## src/rtl/muldiv_sequencer_pkg.sv

```systemverilog
// Shared decode constants, FSM encodings and funct helpers for the mult/div sequencer.
// Latency: n/a (constants and pure functions only).
// Backpressure: n/a.
package muldiv_sequencer_pkg;

    localparam logic [3:0] RTYPE_OP    = 4'h2;

    localparam logic [5:0] FUNCT_MULT  = 6'h18;
    localparam logic [5:0] FUNCT_MULTU = 6'h19;
    localparam logic [5:0] FUNCT_DIV   = 6'h1a;
    localparam logic [5:0] FUNCT_DIVU  = 6'h1b;
    localparam logic [5:0] FUNCT_MFHI  = 6'h10;
    localparam logic [5:0] FUNCT_MFLO  = 6'h12;

    typedef logic [1:0] state_t;
    localparam state_t IDLE = 2'd0;
    localparam state_t ITER = 2'd1;
    localparam state_t FIX  = 2'd2;

    function automatic logic is_muldiv_funct(input logic [5:0] f);
        return (f == FUNCT_MULT) || (f == FUNCT_MULTU) || (f == FUNCT_DIV) || (f == FUNCT_DIVU);
    endfunction

    function automatic logic is_signed_funct(input logic [5:0] f);
        return (f == FUNCT_MULT) || (f == FUNCT_DIV);
    endfunction

    function automatic logic is_div_funct(input logic [5:0] f);
        return (f == FUNCT_DIV) || (f == FUNCT_DIVU);
    endfunction

endpackage

```

## src/rtl/muldiv_datapath.sv

```systemverilog
// Shift-add multiply / restoring divide datapath with operand magnitude and sign correction.
// Latency: one step per step strobe; corrected result is combinational from the accumulator.
// Backpressure: none, the sequencer owns all pacing through load/step.
module muldiv_datapath
    import muldiv_sequencer_pkg::*;
#(
    parameter int WIDTH = 32,
    parameter int CW    = $clog2(WIDTH)
) (
    input  logic             clk,
    input  logic             rst_n,
    input  logic             load,
    input  logic             step,
    input  logic             signed_op,
    input  logic             div_op,
    input  logic [WIDTH-1:0] rs_val,
    input  logic [WIDTH-1:0] rt_val,
`ifdef MULDIV_EARLY_OUT_EN
    input  logic [CW-1:0]    cnt,
    output logic             early,
`endif
    output logic [WIDTH-1:0] res_hi,
    output logic [WIDTH-1:0] res_lo
);

    logic [2*WIDTH-1:0] acc;
    logic [WIDTH-1:0]   opb;
    logic               op_div, neg_q, neg_rem, b_zero;

    logic               a_neg, b_neg;
    logic [WIDTH-1:0]   abs_a, abs_b;

    assign a_neg = signed_op & rs_val[WIDTH-1];
    assign b_neg = signed_op & rt_val[WIDTH-1];
    // The most-negative value negates to itself, which read unsigned is the correct magnitude.
    assign abs_a = a_neg ? -rs_val : rs_val;
    assign abs_b = b_neg ? -rt_val : rt_val;

    logic [WIDTH:0]     sum, sh, diff;
    logic [2*WIDTH-1:0] mul_next, div_next;

    always_comb begin
        sum      = {1'b0, acc[2*WIDTH-1:WIDTH]} + (acc[0] ? {1'b0, opb} : '0);
        mul_next = {sum, acc[WIDTH-1:1]};
        sh       = {acc[2*WIDTH-1:WIDTH], acc[WIDTH-1]};
        diff     = sh - {1'b0, opb};
        div_next = {(diff[WIDTH] ? sh[WIDTH-1:0] : diff[WIDTH-1:0]), acc[WIDTH-2:0], ~diff[WIDTH]};
    end

    always_ff @(posedge clk or negedge rst_n) begin
        if (!rst_n) begin
            acc     <= '0;
            opb     <= '0;
            op_div  <= 1'b0;
            neg_q   <= 1'b0;
            neg_rem <= 1'b0;
            b_zero  <= 1'b0;
        end else if (load) begin
            acc     <= {{WIDTH{1'b0}}, (div_op ? abs_a : abs_b)};
            opb     <= div_op ? abs_b : abs_a;
            op_div  <= div_op;
            neg_q   <= a_neg ^ b_neg;
            neg_rem <= a_neg;
            b_zero  <= (rt_val == '0);
        end else if (step) begin
            acc     <= op_div ? div_next : mul_next;
        end
    end

    logic [2*WIDTH-1:0] prod;
    logic [WIDTH-1:0]   q, r;

`ifdef MULDIV_EARLY_OUT_EN
    // Bits [cnt-1:0] of the next lower half are the multiplier bits not yet consumed.
    logic [WIDTH-1:0] rest_mask;
    assign rest_mask = (WIDTH'(1) << cnt) - WIDTH'(1);
    assign early     = ~op_div & ((mul_next[WIDTH-1:0] & rest_mask) == '0);
    assign prod      = acc >> cnt;
`else
    assign prod      = acc;
`endif

    assign q = acc[WIDTH-1:0];
    assign r = acc[2*WIDTH-1:WIDTH];

    always_comb begin
        {res_hi, res_lo} = neg_q ? -prod : prod;
        if (op_div) begin
            if (b_zero) begin
                res_hi = r;
                res_lo = '1;
            end else begin
                res_hi = neg_rem ? -r : r;
                res_lo = neg_q ? -q : q;
            end
        end
    end

endmodule

```

## src/rtl/muldiv_sequencer.sv

```systemverilog
// EX-stage mult/div sequencer owning HI/LO; optional MULDIV_EARLY_OUT_EN ends multiplies once the multiplier is exhausted.
// Latency: issue at edge E, busy E+1..E+WIDTH+1, HI/LO and done in cycle E+WIDTH+2.
// Backpressure: stall is raised combinationally when a mult/div/mfhi/mflo meets an op in flight.
module muldiv_sequencer
    import muldiv_sequencer_pkg::*;
#(
    parameter int         WIDTH        = 32,
    parameter logic [3:0] RTYPE_OPCODE = RTYPE_OP
) (
    input  logic             clk,
    input  logic             rst_n,
    input  logic             issue_valid,
    input  logic [3:0]       opcode,
    input  logic [5:0]       funct,
    input  logic [WIDTH-1:0] rs_val,
    input  logic [WIDTH-1:0] rt_val,
    input  logic             flush,
    output logic             stall,
    output logic             busy,
    output logic             done,
    output logic [WIDTH-1:0] mf_data,
    output logic [WIDTH-1:0] hi,
    output logic [WIDTH-1:0] lo
);

    localparam int CW = $clog2(WIDTH);

    state_t          state;
    logic [CW-1:0]   cnt;
    logic            is_rtype, is_md, is_mfhi, is_mflo, accept, early;
    logic [WIDTH-1:0] res_hi, res_lo;

    assign is_rtype = (opcode == RTYPE_OPCODE);
    assign is_md    = is_rtype & is_muldiv_funct(funct);
    assign is_mfhi  = is_rtype & (funct == FUNCT_MFHI);
    assign is_mflo  = is_rtype & (funct == FUNCT_MFLO);

    assign busy    = (state != IDLE);
    assign stall   = issue_valid & busy & (is_md | is_mfhi | is_mflo);
    assign mf_data = is_mfhi ? hi : (is_mflo ? lo : '0);
    // A flushed issue slot never starts an op, even from IDLE.
    assign accept  = (state == IDLE) & issue_valid & is_md & ~flush;

    muldiv_datapath #(.WIDTH(WIDTH), .CW(CW)) u_dp (
        .clk       (clk),
        .rst_n     (rst_n),
        .load      (accept),
        .step      ((state == ITER) & ~flush),
        .signed_op (is_signed_funct(funct)),
        .div_op    (is_div_funct(funct)),
        .rs_val    (rs_val),
        .rt_val    (rt_val),
`ifdef MULDIV_EARLY_OUT_EN
        .cnt       (cnt),
        .early     (early),
`endif
        .res_hi    (res_hi),
        .res_lo    (res_lo)
    );

`ifndef MULDIV_EARLY_OUT_EN
    assign early = 1'b0;
`endif

    always_ff @(posedge clk or negedge rst_n) begin
        if (!rst_n) begin
            state <= IDLE;
            cnt   <= '0;
            hi    <= '0;
            lo    <= '0;
            done  <= 1'b0;
        end else begin
            done <= 1'b0;
            case (state)
                IDLE: begin
                    if (accept) begin
                        state <= ITER;
                        cnt   <= CW'(WIDTH - 1);
                    end
                end
                ITER: begin
                    // cnt is left untouched on exit so the datapath can realign an early-out product.
                    if (flush)
                        state <= IDLE;
                    else if ((cnt == '0) || early)
                        state <= FIX;
                    else
                        cnt <= cnt - 1'b1;
                end
                FIX: begin
                    state <= IDLE;
                    if (!flush) begin
                        hi   <= res_hi;
                        lo   <= res_lo;
                        done <= 1'b1;
                    end
                end
                default: state <= IDLE;
            endcase
        end
    end

endmodule

```

## config.mk

```make
export PLATFORM = sky130hd
export DESIGN_NAME = muldiv_sequencer
export DESIGN_NICKNAME = d
export VERILOG_FILES = /design/src/rtl/muldiv_sequencer_pkg.sv /design/src/rtl/muldiv_datapath.sv /design/src/rtl/muldiv_sequencer.sv
export SDC_FILE = /design/constraint.sdc
export NUM_CORES = 1
export LEC_CHECK = 0
export CAP_MARGIN = 20
export CORE_MARGIN = 3
export CORE_UTILIZATION = 43
export DETAILED_ROUTE_END_ITERATION = 8
export HOLD_SLACK_MARGIN = 0.06
export PLACE_DENSITY = 0.65
export SLEW_MARGIN = 25
export SYNTH_ARGS = -nofsm -noshare
export SYNTH_HDL_FRONTEND = slang
export SYNTH_SLANG_ARGS = --single-unit
```

## constraint.sdc

```tcl
create_clock -name clk -period 9 [get_ports clk]
set_input_delay 1.35 -clock clk [delete_from_list [all_inputs] [get_ports clk]]
set_output_delay 1.35 -clock clk [all_outputs]
set_load 0.05 [all_outputs]
```

; ---- Word level (Yosys, flattened, before mapping)
; Index checks and enable logic that the tools add are counted.
[word_totals]
register_bits = 172
latchBits = 0
ram_bits = 0
rom_bits = 0
wordCells = 90
n_memories = 0
[classes]
n_addsub = 8
n_mul = 0
div = 0
n_lt_le_gt_ge = 0
eq_ne = 13
shifts = 0
muxes = 28
bitwise_logic = 16
n_reduce_logical = 14
[ops]
columns = cell, count
row1 = 32-bit two-way mux, 14
row2 = 64-bit two-way mux, 4
row3 = 32-bit negation, 4
row4 = 64-bit negation, 1
row5 = "6-bit by 5-bit equality test with 1-bit output, second input constant", 6
row6 = 32-bit by 33-bit adder with 33-bit output, 1
row7 = 33-bit by 32-bit subtractor with 33-bit output, 1
row8 = 32-bit logical NOT, 1
row9 = 5-bit two-way mux, 3
row10 = 1-bit bitwise AND, 11
row11 = 5-bit one-hot mux with 2 select lines, 1
row12 = 2-bit two-way mux, 3
row13 = "2-bit != test, second input constant", 3
row14 = 2-bit nonzero test, 3
row15 = 5-bit logical NOT, 1
row16 = 1-bit logical OR, 5
row17 = "5-bit by 1-bit subtractor with 5-bit output, second input constant", 1
row18 = "4-bit by 2-bit equality test with 1-bit output, second input constant", 1
row19 = 2-bit one-hot mux with 2 select lines, 1
row20 = 2-bit AND reduction, 2
row21 = 4-bit AND reduction, 1
row22 = "3-bit by 2-bit != test with 1-bit output, second input constant", 1
row23 = "2-bit by 1-bit equality test with 1-bit output, second input constant", 1
row24 = "2-bit equality test, second input constant", 1
row25 = other kinds (5), 8

; ---- Depth between registers and ports, before layout
; Gate-level depths: netlist of run 1.
[depth]
depth_word = 9
mapped_depth = 15

; ---- Hierarchy
; From an unflattened synthesis of run 1, not the netlist that was laid out.
[hier_totals]
hier_cells = 1919
hier_area_um2 = 15437.3
[by_module_without_submodules]
columns = module, n_inst, cells_per_inst, area_per_inst_um2
row1 = muldiv_datapath, 1, 1662, 12102.9
row2 = muldiv_sequencer, 1, 257, 3334.4

; ---- Least setup slack after synthesis of run 1
; Ideal clock, no wire load.
[synth_path]
path_type = input to output
from = in funct[1]
to = out mf_data[0]
arrival_time_ps = 3078
t_required_ps = 7650
slack_ps = 4572
path_stages = 5
path_cell_list = clkbuf_1 clkbuf_1 clkbuf_1 mux2i_1 nor2_1
[synth_via]
elab_chain_len = 4
word_cells_on_any_way = 6
[synth_rtl]
columns = element, line
row1 = start: declaration, muldiv_sequencer.sv:14  ; input logic [5:0] funct,
row2 = 6-bit by 5-bit equality test with 1-bit output, muldiv_sequencer.sv:36  ; assign is_mflo = is_rtype & (funct == FUNCT_MFLO);
row3 = 1-bit bitwise AND, muldiv_sequencer.sv:36
row4 = 32-bit two-way mux, muldiv_sequencer.sv:40  ; assign mf_data = is_mfhi ? hi : (is_mflo ? lo : '0);
row5 = 32-bit two-way mux (*), muldiv_sequencer.sv:40
row6 = end: declaration, muldiv_sequencer.sv:21  ; output logic [WIDTH-1:0] mf_data,
; Every way passes the cells marked *; elsewhere a longest branch is shown, timed or not.

; ---- Worst setup path in the final report of run 1
[layout_path]
from = in funct[4]
to = out mf_data[15]
; Same word-level chain as after synthesis.

==> metrics.txt, run 1 <==
gr usage total 28.0%; most frequent cell after synthesis nor2_1; first-pass GRT wire length 80,100 um; proportion of layout cells with a drive suffix above 1 between 3 and 4%; XOR/XNOR Fraction of Synth Area 10.3%; gr ovfl total 0; num ports around 180; syn_area_per_cell roughly 7.7 um2; Total Power 1.85 mW; yosys warns 0; Slew @ Worst Pin 940 ps; RSZ-0062 raised after global routing false; HPWL Detailed 40,200 um; Synth Net Count 2,080; top-area cell type share of the netlist area 28.8%; CTS buffer count 17; fmax 0.181 GHz; Final #Nets 2,183; routability cong. between 0.9 and 1; Area after DPL roughly 0.017 mm2; fin crit period 5540 ps; Layout area overhead 17.7%; CTS sink count 172; CTS Hold Bufs 0; Hold Path Class flip-flop to flip-flop; placed instance count ~2,500; post-CTS sizing 0; CTS clk-pin slew, worst paths 70 ps; fin. max-slew vios 0; largest net degree at the start of global routing 98; CP required 7650 ps; Seq cells post-synth 172; CP max FO 32; Critical Path Start Type input port; CTS H-Tree Depth 4; dpl ws 3120 ps; Final Hold Fails 0; die area 0.0370 mm2; Die W 192 um; WL/cell around 21 um; row cnt 67; Worst Slack Setup Final ~3500 ps; number of diodes 0; flop2flop setup slack 4900 ps; number of global-route vias before repair 13,800; Crit. End Element output pin; CORE AREA approximately 0.034 mm2; setup bufs post-CTS 0; post-synthesis compound-gate area fraction 25.7%; Synth area leaders dfrtp_1 (29%), a21oi_1 (7.0%), o21ai_0 (6.7%), nor2_1 (6.0%), ha_1 (5.9%); initial core utilization between 40 and 50%; Async SR Flop Fraction 100%; final WL 52,100 um; Port-buffer cells 176; post-synthesis cell count 1,930; main combinational cell family by area after synthesis compound AO/OA/AOI/OAI gates; Rel. slew slack 37.3%; Post-Syn Area 0.0149 mm2; Finished Layout Cells 2,493; kind of critical path input port to output pin; Yosys cell types 75; Post-Synth Adder-Cell Area 6.13%; area leader, netlist dfrtp_1; WHS 486 ps; # setup viols final 0; DRT antenna net count 0; register area share after synthesis between 20% and 30%; TritonCTS clock tree yes; Max IR drop VDD 0.000137 V; clk_lat worst skew 450 ps; total leakage power 7.56 nW; Final Instance Area between 0.015 and 0.02 mm2; chip height 192 um; Root Buffer clkbuf_16; routed vias/inst 5.95; Tcrit/Tclk final approximately three fifths; Final TNS setup 0 ps; ys flop type dfrtp_1; initial DRC count between 1,000 and 1,500; initial antenna violation count 1; crit path DAT 4190 ps; fin util 51.9%; deepest clock path buffer count 2; # Max-Cap Violations 0; Vias 14,800; Synth Area in Simple Gates 18.7%; First-pass DRT Iterations 6; EDFF count, synth 0; Commonest cells post-synth nor2_1 (239), a21oi_1 (210), o21ai_0 (199); status completed; Power Dens Cells 105 mW/mm2; post-synthesis mux area share under 10%; Clock Skews 11.1 ps; DRC errors left 0
## worst max-delay path, stage by stage
cell	delay, ps
clkdlybuf4s50_1	440
nor3b_1	520
nand3_2	690
nor2_1	320
clkdlybuf4s50_1	840
## where the power goes
group	total (mW)	internal (mW)	leakage, nW	switching (mW)
sequential	0.811	0.788	2.30	0.0231
combinational	0.299	0.118	5.00	0.181
clock	0.738	0.398	0.267	0.340
total	1.85	1.30	7.56	0.544
## per-layer routing
layer	part of all wire (%)	vias up	track usage (%)
li1	-	7143	-
met1	44	7029	38.2
met2	46	555	45.9
met3	6.9	97	2.80
met4	3.2	0	10.4
met5	0	-	0
## worst paths after layout
kind,startpoint,end,cells after the start
worst max-delay path,funct[4],mf_data[15],5
worst min-delay path,u_dp.opb[18]$_DFFE_PN0N_,u_dp.opb[18]$_DFFE_PN0N_,2
worst max register to register,u_dp.acc[31]$_DFFE_PN0P_,u_dp.acc[48]$_DFFE_PN0P_,13
worst min register to register,u_dp.opb[18]$_DFFE_PN0N_,u_dp.opb[18]$_DFFE_PN0N_,2
max in group asynchronous,rst_n,lo[5]$_DFFE_PN0P_,2
min in group asynchronous,rst_n,done$_DFF_PN0_,1
## layout make-up
type / instances / area (um2)
Clock buffer: 20 / 457
Clock inverter: 11 / 111
Fill cell: 3262 / 16300
Inverter: 61 / 229
Multi-Input combinational cell: 1585 / 10000
Sequential cell: 172 / 4310
Tap cell: 448 / 561
Timing Repair Buffer: 196 / 1920
## state kept, by name, indices dropped and copies added, names as in the netlist
register,count
u_dp.b_zero,1
hi,32
u_dp.opb,32
u_dp.neg_q,1
done,1
u_dp.op_div,1
u_dp.neg_rem,1
cnt,5
state,2
lo,32
u_dp.acc,64
## logic make-up (layout without fill, tap and decap cells)
family                     Yosys count  after routing
buffers and inverters              173            288
adders and majority gates           72             72
xor gates and xnor gates           176            176
AOI/OAI and AO/OA                  640            640
muxes                               88             88
and+or+nand+nor                    609            609
DFF                                172            172
## cells in the final DEF (no fill, tap or decap), types with 10 or more instances in the layout
cell / instances
nor2_1: 238
a21oi_1: 208
o21ai_0: 199
clkdlybuf4s50_1: 174
dfrtp_1: 171
nand2_1: 164
xor2_1: 93
mux2i_1: 87
xnor2_1: 83
ha_1: 70
inv_1: 58
nor3_1: 43
o211ai_1: 39
a21o_1: 28
nand3_1: 26
a211oi_1: 24
o31ai_1: 23
nand2b_1: 23
a31oi_1: 20
buf_4: 19
clkbuf_16: 17
or3_1: 16
a22oi_1: 16
or4_1: 15
nor2b_1: 14
nor4_1: 13
o41ai_1: 13
and3_1: 11
nand4_1: 10
Note: power is estimated with default switching activity, not from simulation.
==> run 2: changes to the inputs <==
- PLACE_DENSITY: 0.65 -> 0.68
- clock period: 9 -> 4.88 ns (I/O delays scaled with it)
==> metrics.txt, run 2 (synthesis results as in run 1) <==
fin crit period 3810 ps; HPWL Detailed 41,200 um; final WL 53,200 um; max reg flops 64; routed vias/inst 6.06; WL/cell 21.2 um; commonest cells after routing, fill and taps aside nor2_1 (239), a21oi_1 (208), o21ai_0 (199), dfrtp_1 (171), nand2_1 (164); DRC errors left 0; kind of critical path flip-flop to flip-flop; RSZ-0062 raised after global routing false; CP startpoint u_dp.acc[0]$_DFFE_PN0P_; Area after DPL 0.0170 mm2; proportion of layout cells with a drive suffix above 1 6.11%; Rel. slew slack 35.5%; # Max-Cap Violations 0; Tcrit/Tclk final between 70% and 80%; Worst Slack Setup Final ~1100 ps; Root Buffer clkbuf_16; RR Endpoint u_dp.acc[61]$_DFFE_PN0P_; Reg2Reg Depth 13; # setup viols final 0; CTS H-Tree Depth 4; clk_lat worst skew 450 ps; fmax 0.262 GHz; deepest clock path buffer count 2; commonest non-fill, non-tap cell in the layout nor2_1; Final Hold Fails 0; gr usage total 28.4%; routability cong. 0.990; First-pass DRT Iterations 5; CP required 5180 ps; total leakage power around 7.7 nW; Biggest register u_dp.acc; chip height 192 um; largest net degree at the start of global routing 98; CTS clk-pin slew, worst paths 90 ps; Final #Nets approximately 2,200; CTS sink count 172; CTS Hold Bufs 0; CP max FO 9; DRT antenna net count 0; start of the worst register-to-register path u_dp.acc[0]$_DFFE_PN0P_; Final Instance Area around 0.018 mm2; fin. max-slew vios 0; initial core utilization 44.1%; die area 0.0370 mm2; CORE AREA 0.0339 mm2; Critical Path Start Type flip-flop; TritonCTS clock tree yes; crit path DAT 4110 ps; number of diodes 0; Die W just under 200 um; Layout area overhead 18.2%; Hold Path Class input port to asynchronous set/reset pin; Power Dens Cells slightly below 200 mW/mm2; flop2flop setup slack approximately 1100 ps; Clock Skews 20.9 ps; dpl ws about 1000 ps; Max IR drop VDD 0.000228 V; CTS buffer count 17; gr ovfl total 0; setup bufs post-CTS 0; Port-buffer cells approximately 180; Crit. End Element flip-flop; first-pass GRT wire length about 82,000 um; post-CTS sizing 0; num ports 177; Slew @ Worst Pin 968 ps; initial DRC count roughly 1,200; initial antenna violation count 0; Vias 15,200; CP endpoint u_dp.acc[61]$_DFFE_PN0P_; status completed; Final TNS setup 0 ps; number of global-route vias before repair 14,200; row cnt 67
[run 2: cell types whose count changed in the layout (fill, tap and decap cells not counted), moves of 2 or more]
cell	change
buf_4	+48
buf_6	-2
clkbuf_8	-2
clkdlybuf4s50_1	-32
clkinv_8	+6
clkinvlp_4	-4
inv_8	+4
[run 2: per-layer routing]
metal	part of all wire, %	wire [um]	track usage (%)
met1	44	23200	38.3
met2	46	24300	46.5
met3	7.2	3830	3.85
met4	3.5	1880	10.3
met5	0	0	0
[run 2: cell type report]
class / count / area (um2)
tap: 448 / 561
inverter: 61 / 229
clock inverter: 15 / 189
fill: 3255 / 16200
multi-input combinational: 1585 / 9980
sequential: 172 / 4310
clock buffer: 17 / 425
timing repair buffer: 211 / 1960
[run 2: worst min path at each step]
stage	from	to	slack (ps)
after floorplan	rst_n	cnt[0]$_DFFE_PN0P_	440
after global placement	u_dp.opb[6]$_DFFE_PN0N_	u_dp.opb[6]$_DFFE_PN0N_	470
after detailed placement	u_dp.opb[6]$_DFFE_PN0N_	u_dp.opb[6]$_DFFE_PN0N_	470
after CTS	rst_n	done$_DFF_PN0_	430
after global routing	rst_n	done$_DFF_PN0_	450
final	rst_n	done$_DFF_PN0_	390
[run 2: worst max-delay path, cell delays in order (launching register included)]
cell and delay, ps:
dfrtp_1 500, and2_1 180, ha_1 180, inv_1 70, fa_1 390, nand2b_1 180, a211oi_1 410, o2111a_1 380
a41o_1 230, a41oi_1 200, o21ai_0 480, nand4_1 180, mux2i_1 170, o311ai_0 130
[run 2: stage by stage]
| stage | hold slack (ps) | cells | power [mW] | util (%) |
|---|---|---|---|---|
| 2_1_floorplan | 436 | 1930 | 1.84 | - |
| 3_5_place_dp | 474 | 2477 | 2.07 | 50.3 |
| 3_3_place_gp | 471 | 2477 | 2.06 | 50.3 |
| 6_report | 386 | 2509 | 3.47 | 52.1 |
| 5_1_grt | 448 | 2509 | 3.61 | 52.1 |
| 4_1_cts | 428 | 2509 | 3.48 | 52.1 |
[run 2: power by group]
group	total, mW	switching [mW]	internal, mW	leakage [nW]
clock network	1.42	0.720	0.700	0.298
registers	1.50	0.0456	1.45	2.30
logic	0.555	0.338	0.217	5.13
total	3.47	1.10	2.37	7.73
==> run 3: changes to the inputs <==
- clock period: 4.88 -> 3.45 ns (I/O delays scaled with it)
==> metrics.txt, run 3 (synthesis results as in run 1) <==
status completed; deepest clock path buffer count 2; # Max-Cap Violations 0; DRC errors left 0; gr ovfl total 0; CTS sink count 172; fin. max-slew vios 0; fin crit period 3290 ps; dpl ws 43.1 ps; largest net degree at the start of global routing 119; crit path DAT 3650 ps; Rel. slew slack 34.9%; crit-path cells nand2_1 -> inv_1 -> ha_1 -> a211oi_1 -> nor4_1 -> nor3_1 -> buf_4 -> a21oi_1 -> buf_4 -> o21ai_0 -> o211ai_1 -> a211oi_1 -> xor2_1 -> a211oi_1; flop2flop setup slack 160 ps; Worst Path Buf+Inv 3; gr usage total between 20% and 30%; RR Endpoint u_dp.acc[62]$_DFFE_PN0P_; Worst path max stage delay between 400 and 500 ps; proportion of layout cells with a drive suffix above 1 10.7%; DRT antenna net count 0; Reg2Reg Depth 14; Final Hold Fails 0; Power Dens Cells 269 mW/mm2; Vias 15,600; Tcrit/Tclk final 95.5%; max reg flops 64; number of global-route vias before repair 14,600; Final Instance Area 0.0188 mm2; Worst Slack Setup Final 157 ps; # setup viols final 0; Crit. End Element flip-flop; CP startpoint u_dp.opb[1]$_DFFE_PN0N_; start of the worst register-to-register path u_dp.opb[1]$_DFFE_PN0N_; row cnt 67; area of the multi-input gates 0.0100 mm2; Hold Path Class input port to asynchronous set/reset pin; CTS H-Tree Depth 4; Max IR drop VDD 0.000337 V; Area after DPL 0.0182 mm2; die area 0.0370 mm2; CP endpoint u_dp.acc[62]$_DFFE_PN0P_; initial core utilization 44.1%; Final TNS setup 0 ps; Layout area overhead 26.2%; TritonCTS clock tree yes; CP max FO 4; CTS buffer count 17; Clock Skews slightly above 20 ps; clk_lat worst skew 460 ps; HPWL Detailed approximately 44,000 um; RSZ-0062 raised after global routing true; initial DRC count 1,363; initial antenna violation count 0; Die W 192 um; Critical Path Start Type flip-flop; cell depth of the worst setup path 14; fmax 0.304 GHz; Root Buffer clkbuf_16; Crit path max-delay family compound AO/OA/AOI/OAI gates; First-pass DRT Iterations 6; Reg area approximately 0.0043 mm2; Port-buffer cells 176; Final #Nets 2,292; commonest non-fill, non-tap cell in the layout nor2_1; num ports 177; final WL 55,800 um; CP required 3800 ps; Slew @ Worst Pin 973 ps; WHS 88.0 ps; fin util around 56%; kind of critical path flip-flop to flip-flop; routed vias/inst 6.00; number of diodes 0; WL/cell 21.4 um; Biggest register u_dp.acc; Slowest-stage cell, CP dfrtp_1; chip height about 190 um; CP dominant cell by count a211oi_1; CORE AREA roughly 0.034 mm2; CTS clk-pin slew, worst paths 90 ps; commonest cells after routing, fill and taps aside nor2_1 (239), a21oi_1 (207), o21ai_0 (198), dfrtp_1 (170), nand2_1 (164); fillcell total between 3,000 and 4,000; first-pass GRT wire length ~85,000 um; total leakage power slightly above 8 nW; routability cong. 0.951
run 3: how the worst min path moves through the flow:
stage,start,to,cells past startpoint
6_report,rst_n,done$_DFF_PN0_,1
5_1_grt,rst_n,done$_DFF_PN0_,1
4_1_cts,rst_n,done$_DFF_PN0_,1
3_5_place_dp,u_dp.opb[2]$_DFFE_PN0N_,u_dp.opb[2]$_DFFE_PN0N_,2
3_3_place_gp,u_dp.opb[5]$_DFFE_PN0N_,u_dp.opb[5]$_DFFE_PN0N_,2
2_1_floorplan,rst_n,cnt[0]$_DFFE_PN0P_,0
run 3: area by class of cell:
| class | count | share of cell area, % |
|---|---|---|
| multi-input combinational | 1585 | 53.2 |
| sequential | 172 | 22.9 |
| timing repair buffer | 304 | 16.5 |
| tap | 448 | 2.97 |
| clock buffer | 18 | 2.33 |
| inverter | 61 | 1.24 |
| clock inverter | 14 | 0.936 |
| timing repair inverter | 1 | 0.0266 |
run 3: timing repair:
item,4_1_cts,5_1_grt
endpoints found under the setup margin,0,13
buffers inserted,0,2
hold buffers,0,0
resized for setup,0,11
run 3: layer usage:
metal | track usage (%) | vias up | share of wire [%]
met5 | 0 | - | 0
met4 | 10.7 | 0 | 3.7
met3 | 3.94 | 111 | 7.5
met2 | 48.7 | 671 | 46
met1 | 40.3 | 7463 | 43
li1 | - | 7360 | -
run 3: metrics by stage:
| step | power (mW) | std cells |
|---|---|---|
| floorplan | 2.60 | 1930 |
| global placement | 2.98 | 2568 |
| detailed placement | 3.00 | 2568 |
| CTS | 5.05 | 2600 |
| global route | 5.26 | 2603 |
| finish | 5.06 | 2603 |
run 3: where the power goes:
| part | total [mW] | leakage (nW) | switching, mW | internal [mW] |
|---|---|---|---|---|
| Sequential | 2.10 | 2.30 | 0.0434 | 2.05 |
| Combinational | 0.877 | 5.71 | 0.526 | 0.351 |
| Clock | 2.09 | 0.305 | 0.965 | 1.12 |
